## config.mk

```make
export PLATFORM = sky130hd
export DESIGN_NAME = alu_exec
export DESIGN_NICKNAME = d
export VERILOG_FILES = /design/src/rtl/alu_exec_pkg.sv /design/src/rtl/alu_mul_seq.sv /design/src/rtl/alu_exec.sv
export SDC_FILE = /design/constraint.sdc
export NUM_CORES = 1
export LEC_CHECK = 0
export ABC_AREA = 1
export BUFFER_PORTS_ARGS = -buffer_cell sky130_fd_sc_hd__buf_4
export CORE_ASPECT_RATIO = 1.5
export CORE_UTILIZATION = 40
export CTS_CLUSTER_SIZE = 28
export DETAILED_ROUTE_END_ITERATION = 8
export PLACE_DENSITY = 0.62
export SLEW_MARGIN = 20
export SYNTH_ARGS = -nofsm -noshare
export SYNTH_HDL_FRONTEND = slang
export SYNTH_HIERARCHICAL = 1
export SYNTH_SLANG_ARGS = --single-unit
```

## constraint.sdc

```tcl
create_clock -name clk_i -period 0.8 [get_ports clk_i]
set_clock_uncertainty 0.1 [all_clocks]
set_input_delay 0.16 -clock clk_i [delete_from_list [all_inputs] [get_ports clk_i]]
set_output_delay 0.16 -clock clk_i [all_outputs]
set_load 0.01 [all_outputs]
```

## src/rtl/alu_exec_pkg.sv

```systemverilog
// Shared constants for the EX-stage ALU: control codes, FSM states, default width.
// Latency: n/a (definitions only).
// Backpressure: n/a (definitions only).
package alu_exec_pkg;

  localparam int DATA_W_DEF = 32;

  localparam logic [5:0] OP_AND   = 6'd0;
  localparam logic [5:0] OP_OR    = 6'd1;
  localparam logic [5:0] OP_ADD   = 6'd2;
  localparam logic [5:0] OP_LUI   = 6'd3;
  localparam logic [5:0] OP_SRL   = 6'd4;
  localparam logic [5:0] OP_SRLV  = 6'd5;
  localparam logic [5:0] OP_SUB   = 6'd6;
  localparam logic [5:0] OP_SLT   = 6'd7;
  localparam logic [5:0] OP_ORI   = 6'd8;
  localparam logic [5:0] OP_SLTIU = 6'd9;
  localparam logic [5:0] OP_MUL   = 6'd10;
  localparam logic [5:0] OP_BGEZ  = 6'd11;
  localparam logic [5:0] OP_BGT   = 6'd13;

  typedef enum logic {
    ST_IDLE = 1'b0,
    ST_MUL  = 1'b1
  } state_t;

endpackage

```

## src/rtl/alu_mul_seq.sv

```systemverilog
// Iterative unsigned shift-add multiplier, low DATA_W bits of the product.
// Latency: DATA_W step cycles after load; prod is the final value while last=1.
// Backpressure: none; the caller must hold step high for DATA_W cycles.
module alu_mul_seq #(
  parameter int DATA_W = 32
) (
  input  logic              clk_i,
  input  logic              rst_i,
  input  logic              load,
  input  logic              step,
  input  logic [DATA_W-1:0] src1,
  input  logic [DATA_W-1:0] src2,
  output logic              last,
  output logic [DATA_W-1:0] prod
);

  localparam int CNT_W = (DATA_W > 1) ? $clog2(DATA_W) : 1;

  logic [DATA_W-1:0] mcand;
  logic [DATA_W-1:0] mplier;
  logic [DATA_W-1:0] acc;
  logic [CNT_W-1:0]  cnt;

  // Accumulator value after the current iteration; valid as the product on the last one.
  always_comb begin
    prod = acc + (mplier[0] ? mcand : '0);
    last = step && (cnt == CNT_W'(DATA_W - 1));
  end

  // Load operands on issue, then shift multiplicand left / multiplier right each step.
  always_ff @(posedge clk_i or negedge rst_i) begin
    if (!rst_i) begin
      mcand  <= '0;
      mplier <= '0;
      acc    <= '0;
      cnt    <= '0;
    end else if (load) begin
      mcand  <= src1;
      mplier <= src2;
      acc    <= '0;
      cnt    <= '0;
    end else if (step) begin
      acc    <= prod;
      mcand  <= mcand << 1;
      mplier <= mplier >> 1;
      cnt    <= last ? '0 : cnt + 1'b1;
    end
  end

endmodule

```

## src/rtl/alu_exec.sv

```systemverilog
// EX-stage ALU: single-cycle ops plus optional iterative MUL (enabled by ALU_EXEC_MUL_EN).
// Latency: single-cycle ops registered at the accepting edge; MUL completes DATA_W edges later.
// Backpressure: ready_o low while MUL runs; start_i is ignored (not queued) while not ready.
module alu_exec
  import alu_exec_pkg::*;
#(
  parameter int DATA_W = DATA_W_DEF
) (
  input  logic              clk_i,
  input  logic              rst_i,
  input  logic              start_i,
  input  logic [5:0]        ctrl_i,
  input  logic [DATA_W-1:0] src1_i,
  input  logic [DATA_W-1:0] src2_i,
  input  logic [4:0]        shamt_i,
  output logic              ready_o,
  output logic              valid_o,
  output logic [DATA_W-1:0] result_o,
  output logic              zero_o,
  output logic              branch_o,
  output logic              illegal_o
);

  logic [DATA_W-1:0] alu_res;
  logic              alu_br;
  logic              alu_ill;
  logic              is_mul;
  logic              accept_single;
  logic              mul_done;
  logic [DATA_W-1:0] mul_prod;

  // Single-cycle datapath; code 10 falls to illegal here and is diverted when MUL exists.
  always_comb begin
    alu_res = '0;
    alu_br  = 1'b0;
    alu_ill = 1'b0;
    case (ctrl_i)
      OP_AND:   alu_res = src1_i & src2_i;
      OP_OR:    alu_res = src1_i | src2_i;
      OP_ADD:   alu_res = src1_i + src2_i;
      OP_LUI:   alu_res = DATA_W'(src2_i[15:0]) << 16;
      OP_SRL:   alu_res = src2_i >> shamt_i;
      OP_SRLV:  alu_res = src2_i >> src1_i[4:0];
      OP_SUB: begin
        alu_res = src1_i - src2_i;
        alu_br  = (alu_res == '0);
      end
      OP_SLT:   alu_res = DATA_W'($signed(src1_i) < $signed(src2_i));
      OP_ORI:   alu_res = src1_i | DATA_W'(src2_i[15:0]);
      OP_SLTIU: alu_res = DATA_W'(src1_i < src2_i);
      OP_BGEZ:  alu_br  = ~src1_i[DATA_W-1];
      OP_BGT:   alu_br  = ($signed(src1_i) > $signed(src2_i));
      default:  alu_ill = 1'b1;
    endcase
  end

`ifdef ALU_EXEC_MUL_EN
  state_t state;
  state_t state_nxt;
  logic   mul_load;
  logic   mul_step;
  logic   mul_last;

  assign is_mul   = (ctrl_i == OP_MUL);
  assign mul_done = mul_last;

  // State register.
  always_ff @(posedge clk_i or negedge rst_i) begin
    if (!rst_i) state <= ST_IDLE;
    else        state <= state_nxt;
  end

  // Next state and engine control: IDLE accepts, MUL steps until the last iteration.
  always_comb begin
    state_nxt = state;
    ready_o   = 1'b0;
    mul_load  = 1'b0;
    mul_step  = 1'b0;
    case (state)
      ST_IDLE: begin
        ready_o = 1'b1;
        if (start_i && is_mul) begin
          mul_load  = 1'b1;
          state_nxt = ST_MUL;
        end
      end
      ST_MUL: begin
        mul_step = 1'b1;
        if (mul_last) state_nxt = ST_IDLE;
      end
      default: state_nxt = ST_IDLE;
    endcase
  end

  alu_mul_seq #(.DATA_W(DATA_W)) u_mul (
    .clk_i (clk_i),
    .rst_i (rst_i),
    .load  (mul_load),
    .step  (mul_step),
    .src1  (src1_i),
    .src2  (src2_i),
    .last  (mul_last),
    .prod  (mul_prod)
  );
`else
  assign ready_o  = 1'b1;
  assign is_mul   = 1'b0;
  assign mul_done = 1'b0;
  assign mul_prod = '0;
`endif

  assign accept_single = start_i && ready_o && !is_mul;

  // Output registers: load on a single-cycle accept or MUL completion, otherwise hold.
  always_ff @(posedge clk_i or negedge rst_i) begin
    if (!rst_i) begin
      valid_o   <= 1'b0;
      result_o  <= '0;
      zero_o    <= 1'b0;
      branch_o  <= 1'b0;
      illegal_o <= 1'b0;
    end else begin
      valid_o <= 1'b0;
      if (accept_single) begin
        valid_o   <= 1'b1;
        result_o  <= alu_res;
        zero_o    <= (alu_res == '0);
        branch_o  <= alu_br;
        illegal_o <= alu_ill;
      end else if (mul_done) begin
        valid_o   <= 1'b1;
        result_o  <= mul_prod;
        zero_o    <= (mul_prod == '0);
        branch_o  <= 1'b0;
        illegal_o <= 1'b0;
      end
    end
  end

endmodule

```

==> results of run 1 <==
[per-stage QoR]
step,instances,util (%)
2_1_floorplan,1739,-
3_3_place_gp,2568,65.23
3_5_place_dp,2568,65.23
4_1_cts,2656,77.89
[routing by layer]
metal | overflow | global-route usage [%]
met5 | 0 | 22.06
met4 | 163 | 86.31
met3 | 7 | 58.15
met2 | 525 | 105.2
met1 | 5 | 78.56
[cells in the mapped netlist (7+ instances only)]
library cell	instances	area, um2
clkbuf_1	41	153.9
a31oi_1	8	50.05
dfrtp_1	36	900.9
xor2_1	17	148.9
ha_1	97	1214
nand4_1	24	150.1
buf_2	23	115.1
nand3_1	301	1506
nand2_1	475	1783
a211oi_1	7	52.55
nor3_1	19	95.09
o21bai_1	11	82.58
a21oi_1	88	440.4
nor2_1	212	795.8
o21ai_0	76	380.4
o22ai_1	14	87.58
a221oi_1	8	70.07
inv_1	222	833.3
[kinds of logic after synthesis]
logic type	after synthesis	synth area share, %
simple gates	1048	47.61
buf+inv	298	12.66
compound gates	240	15.08
fa+ha+maj	99	13.40
flops	36	9.626
xor+xnor	17	1.591
other cells	1	0.04007
[what timing repair did]
item	4_1_cts
endpoints found under the setup margin	71
cloned	7
endpoints found under the hold margin	36
buffers inserted	78
pin swaps	169
gates resized for setup	545
==> run metrics, run 1 <==
status did not finish; Exit stage 5_1_grt; Err [ERROR GRT-0232] Routing congestion too high. Check the congestion heatmap in the GUI.; clk buf depth 2; Num CTS Buffers 5; GRT repair_timing worst endpoint zero_o$_DFFE_PN0P_/D; clock sinks 36; effective utilization at floorplan 40.74%; flop and latch count out of synthesis 36; gp weighted congestion 1.100; grt total ovfl 700; dpl hpwl 45670 um; H-tree depth 2; Synth cell types 44; Die Wd 126.9 um; Post-Syn Instances 1739; Main synth FF type dfrtp_1; Setup WS pre-CTS -2.268 ns; CTS root buf clkbuf_16; I/O Pins 115; GRT Util Overall 81.19%; WEP type register input; sequential share of the synthesized area 9.626%; Post-synth EDFFs 0; Syn Nets 1916; Post-synth ARST share 100.0%; largest net degree at the start of global routing 37; num rows 68; Avg Synthesized Cell Area 5.382 um2; Die Height 189.3 um; port bufs 113; dpl cell area 0.01498 mm2; YS warnings 6; post-synthesis cell area 0.009359 mm2
==> run 2, diff against run 1 <==
--- a/config.mk
+++ b/config.mk
@@ -7,11 +7,9 @@
 export LEC_CHECK = 0
 export ABC_AREA = 1
 export BUFFER_PORTS_ARGS = -buffer_cell sky130_fd_sc_hd__buf_4
-export CORE_ASPECT_RATIO = 1.5
-export CORE_UTILIZATION = 40
-export CTS_CLUSTER_SIZE = 28
+export CORE_UTILIZATION = 25
 export DETAILED_ROUTE_END_ITERATION = 8
-export PLACE_DENSITY = 0.62
+export PLACE_DENSITY_LB_ADDON = 0.15
 export SLEW_MARGIN = 20
 export SYNTH_ARGS = -nofsm -noshare
 export SYNTH_HDL_FRONTEND = slang
==> constraint.sdc (replaced) <==
create_clock -name clk_i -period 1 [get_ports clk_i]
set_clock_uncertainty 0.1 [all_clocks]
set_input_delay 0.2 -clock clk_i [delete_from_list [all_inputs] [get_ports clk_i]]
set_output_delay 0.2 -clock clk_i [all_outputs]
set_load 0.01 [all_outputs]
==> run metrics, run 2 <==
port bufs 113; Reg clk slew, reported paths 0.06 ns; WP data required 1.13 ns; YS warnings 6; Leak 9.709 nW; crit start category primary input; Fin. Hold Viols 0; family with the most delay on the worst path simple AND/OR/NAND/NOR gates; WL/cell 21.81 um; Die Wd 195.5 um; Post-synth EDFFs 0; CP arrival 2.68 ns; hold crit path type in -> reg; P&R area growth vs syn 112.3%; Critical path buffers and inverters 7; Yosys top cell area share 19.05%; top-count cell post-synth nand2_1; leading area contributor after synthesis nand2_1; fin. max-slew vios 0; number of global-route vias before repair 13910; Die ar. 0.03821 mm2; GRT Util Overall 30.87%; Setup WS pre-CTS -2.357 ns; Pre-Repair DR Iteration Count 7; DRT antenna net count 0; most common cell after layout, fill and taps aside buf_4; critical path, cell by cell buf_12, inv_4, ha_4, inv_2, a21oi_2, nand2_2, inv_2, nand2_8, buf_4, buf_4, nand2_2, nand4_1, nand2_2, nor2_2, nor2_2, nand2_1, inv_2, nand2_2, nor2_4, nand2_2, nor2_4, nand2_1, nand2_1; Hold Path Origin start_i; commonest cells after routing, fill and taps aside buf_4 (576), nand2_1 (309), nand3_1 (178); Final WS setup -1.550 ns; Worst-Skew Late Latency 0.29 ns; Residual DRC 0; total power 14.24 mW; diodes inserted 0; initial antenna violation count 0; Avg Synthesized Cell Area 5.382 um2; CTS root buf clkbuf_16; num rows 70; max reg flops 32; post-layout min period 2.550 ns; maximum VDD drop 0.5457 mV; vias per cell 5.088; largest fanout on the critical path 7; worst slew pin tran 0.5931 ns; Main synth FF type dfrtp_1; period utilisation layout 255.0%; RSZ-0062 raised after global routing yes; H-tree depth 2; gp weighted congestion 0.9770; CTS tree yes; violated checks negative setup slack; Syn Nets 1916; Fmax 392.2 MHz; grt total ovfl 0; drt first-iter violations 1168; flop and latch count out of synthesis 36; fin nets 2594; max-cap violations 0; clock sinks 36; most frequent cells after synthesis nand2_1 (475), nand3_1 (301), inv_1 (222); Rel. slew slack 60.33%; Core Util, Final 54.14%; Die Height 195.5 um; clk buf depth 2; Critical-path top delay cell ha_4; final WL 62940 um; share of cells above drive strength 1 59.14%; crit path kind in -> reg; Worst Setup SP src2_i[6]; Synth cell types 44; Post-synth ARST share 100.0%; worst r2r src result_o[19]$_DFFE_PN0P_; effective utilization at floorplan 25.50%; sequential share of the synthesized area 9.626%; Final setup viols 71; dpl hpwl 51350 um; global-route wire length before repair 87730 um; CP peak stage delay 0.34 ns; via count 14683; Worst path most repeated cell nand2_2; Num CTS Buffers 5; largest net degree at the start of global routing 29; power density of the placed cells 716.9 mW/mm2; post-synthesis cell area 0.009359 mm2; Synth area leaders nand2_1 (19%), nand3_1 (16%), ha_1 (13%); crit end category flop; Placeable Area 0.03670 mm2; status finished with violations; Most flops, register result_o; I/O Pins 115; Post-Syn Instances 1739
==> run 2: cell type report <==
| type | count | area, um2 |
|---|---|---|
| fill | 3639 | 16830 |
| multi-input combinational | 1407 | 10700 |
| timing repair buffer | 741 | 6526 |
| inverter | 226 | 992.2 |
| sequential | 36 | 900.9 |
| tap | 468 | 585.6 |
| clock buffer | 5 | 125.1 |
| clock inverter | 3 | 42.54 |
==> run 2: logic make-up (layout without fill, tap and decap cells) <==
group	Yosys count	count (layout)	share of synthesized area, %
buf+inv	298	975	12.66
other cells	1	1	0.04007
fa+ha+maj	99	99	13.40
flops	36	36	9.626
compound gates	240	241	15.08
simple gates	1048	1049	47.61
xor+xnor	17	17	1.591
==> run 2: worst paths after layout <==
check	end	slack [ns]	depth (start not counted)
worst max-delay path	zero_o$_DFFE_PN0P_	-1.55	23
worst min-delay path	valid_o$_DFF_PN0_	0.14	2
worst max register to register	result_o[19]$_DFFE_PN0P_	0.17	2
worst min register to register	result_o[20]$_DFFE_PN0P_	0.40	2
max in group asynchronous	result_o[13]$_DFFE_PN0P_	0.20	3
min in group asynchronous	branch_o$_DFFE_PN0P_	0.21	2
==> run 2: worst reg2reg max path: cells and delay by family (launching register included) <==
| family | cells | cell delay [ns] |
|---|---|---|
| DFF | 1 | 0.39 |
| and+or+nand+nor | 2 | 0.22 |
==> run 2: metal layers <==
metal	vias to the layer above	wire length (um)	track usage, %
li1	7058	-	-
met1	7069	28720	42.95
met2	476	29040	51.24
met3	80	3216	2.591
met4	0	1963	7.291
met5	-	0	0
==> run 2: power by group <==
group / switching [mW] / internal [mW]
clock network: 0.655 / 1.17
logic: 5.85 / 4.95
registers: 0.0744 / 1.55
total: 6.58 / 7.67
==> run 2: repair_timing <==
item	in CTS	in global routing
hold buffers	1	0
endpoints found under the hold margin	36	0
gates cloned	0	7
pin swaps	68	267
setup buffers	22	92
resized for setup	289	608
endpoints found under the setup margin	71	71
==> run 2: stage by stage <==
step                      hold WS (ns)  setup TNS, ns  instance area, um2  cells
final                           0.1367         -45.82               19870   2886
after global routing            0.1325         -49.53               19870   2886
after CTS                       0.1274         -45.92               16760   2799
after detailed placement      -0.02274         -59.53               15350   2768
after global placement        -0.02459         -59.44               15350   2768
after floorplan                -0.1956         -29.00               10440   1739
Power figures use the tool's default switching activity.
==> run 3, diff against run 2 <==
--- a/config.mk
+++ b/config.mk
@@ -10,6 +10,7 @@
 export CORE_UTILIZATION = 25
 export DETAILED_ROUTE_END_ITERATION = 8
 export PLACE_DENSITY_LB_ADDON = 0.15
+export SKIP_CTS_REPAIR_TIMING = 1
 export SLEW_MARGIN = 20
 export SYNTH_ARGS = -nofsm -noshare
 export SYNTH_HDL_FRONTEND = slang
==> run metrics, run 3 (same netlist as run 2, synthesis figures left out) <==
WP data required 1.14 ns; fin. max-slew vios 0; Post-Layout Cell Count 2883; critical path, cell by cell buf_12, inv_2, ha_4, nor2_4, a21oi_1, nand3_4, buf_4, buf_4, nand3_1, buf_4, nand3_1, nand2_2, nor2_1, nor2_2, nand3_1, nor2_1, nand2_1, nor2_1, nand2_1, nand2_1; gp weighted congestion 0.9770; switching share of power 46.50%; Die Height 195.5 um; Worst-Skew Late Latency 0.29 ns; maximum VDD drop 0.5803 mV; clock share of power 13.1%; Most flops, register result_o; Critical path buffers and inverters 5; placed insts 2768; CTS tree yes; WL/cell 21.73 um; crit path kind in -> reg; period utilisation layout 256.3%; number of global-route vias before repair 13536; CP peak stage delay 0.34 ns; fin nets 2591; RSZ-0062 raised after global routing yes; commonest cells after routing, fill and taps aside buf_4 (596), nand2_1 (312), nand3_1 (164); dpl hpwl 51350 um; effective utilization at floorplan 25.50%; Comb pwr share 75.3%; diodes inserted 0; clk buf depth 2; Die Wd 195.5 um; grt total ovfl 0; Final setup viols 71; Fin Hold WS 0.1377 ns; crit end category flop; net switching power 6.532 mW; Fin. Hold Viols 0; crit start category primary input; num rows 70; status finished with violations; worst slew pin tran 0.5838 ns; power density of the placed cells 713.8 mW/mm2; max reg flops 32; Num CTS Buffers 5; Residual DRC 0; Critical-path top delay cell ha_4; Fmax 390.2 MHz; hold crit path type in -> reg; GRT Util Overall 30.40%; Core Util, Final 53.62%; Die ar. 0.03821 mm2; H-tree depth 2; drt first-iter violations 1142; Reg clk slew, reported paths 0.07 ns; final WL 62640 um; post-layout min period 2.563 ns; Final WS setup -1.563 ns; vias per cell 5.055; Reg power frac 11.6%; largest fanout on the critical path 6; max-cap violations 0; share of cells above drive strength 1 58.96%; CTS root buf clkbuf_16; internal power 7.515 mW; port bufs 113; Rel. slew slack 60.95%; via count 14575; clock sinks 36; family with the most delay on the worst path simple AND/OR/NAND/NOR gates; I/O Pins 115; P&R area growth vs syn 110.3%; global-route wire length before repair 86140 um; most common cell after layout, fill and taps aside buf_4; CP arrival 2.70 ns; initial antenna violation count 0; Leak 9.619 nW; Final TNS setup -45.30 ns; Pre-Repair DR Iteration Count 5; Placeable Area 0.03670 mm2; violated checks negative setup slack; largest net degree at the start of global routing 29; Setup WS pre-CTS -2.357 ns; DRT antenna net count 0
## run 3: cell count changes in the layout (fill, tap and decap cells not counted), moves of 5 or more
cell | previous run | this run
buf_4 | 576 | 596
buf_6 | 120 | 103
nand3_1 | 178 | 164
nand3_2 | 93 | 105
inv_1 | 121 | 132
nand2_2 | 120 | 129
nand2_4 | 43 | 34
inv_4 | 29 | 22
ha_4 | 37 | 31
nor2_2 | 57 | 51
nor2_4 | 60 | 65
## run 3: metal layers
| metal | GRT usage [%] | routed length, um | vias up | share of wire [%] |
|---|---|---|---|---|
| met3 | 2.694 | 3354 | 80 | 5.4 |
| met5 | 0 | 0 | - | 0 |
| met1 | 42.71 | 28350 | 7004 | 45 |
| li1 | - | - | 7048 | - |
| met4 | 5.833 | 1801 | 0 | 2.9 |
| met2 | 50.44 | 29130 | 443 | 47 |
## run 3: power by group through the flow
stage	Sequential (mW)	Combinational (mW)	Clock (mW)
2_1_floorplan	1.66	3.76	0
3_3_place_gp	1.63	8.02	0
3_5_place_dp	1.63	7.99	0
4_1_cts	1.61	8.03	1.86
5_1_grt	1.63	11.2	1.93
6_report	1.62	10.6	1.85
## run 3: area by class of cell
type,count,area [um2]
fillers,3657,17020
multi-input cells,1407,10660
repair buffers,738,6390
inverters,226,970.9
flip-flops and latches,36,900.9
well taps,468,585.6
clock buffers,5,125.1
clock inverters,3,42.54
## run 3: metrics by stage
step,cell area (um2),power [mW]
floorplan,10440,5.430
global placement,15350,9.647
detailed placement,15350,9.621
CTS,15520,11.49
global route,19680,14.76
finish,19680,14.05
## run 3: final timing paths
path	slack, ns	end	from	depth (start not counted)
max	-1.56	zero_o$_DFFE_PN0P_	src2_i[9]	20
min	0.14	valid_o$_DFF_PN0_	start_i	2
max reg2reg	0.11	result_o[0]$_DFFE_PN0P_	result_o[0]$_DFFE_PN0P_	3
min reg2reg	0.41	result_o[20]$_DFFE_PN0P_	result_o[20]$_DFFE_PN0P_	2
max in group asynchronous	0.21	result_o[13]$_DFFE_PN0P_	rst_i	3
min in group asynchronous	0.20	branch_o$_DFFE_PN0P_	rst_i	2
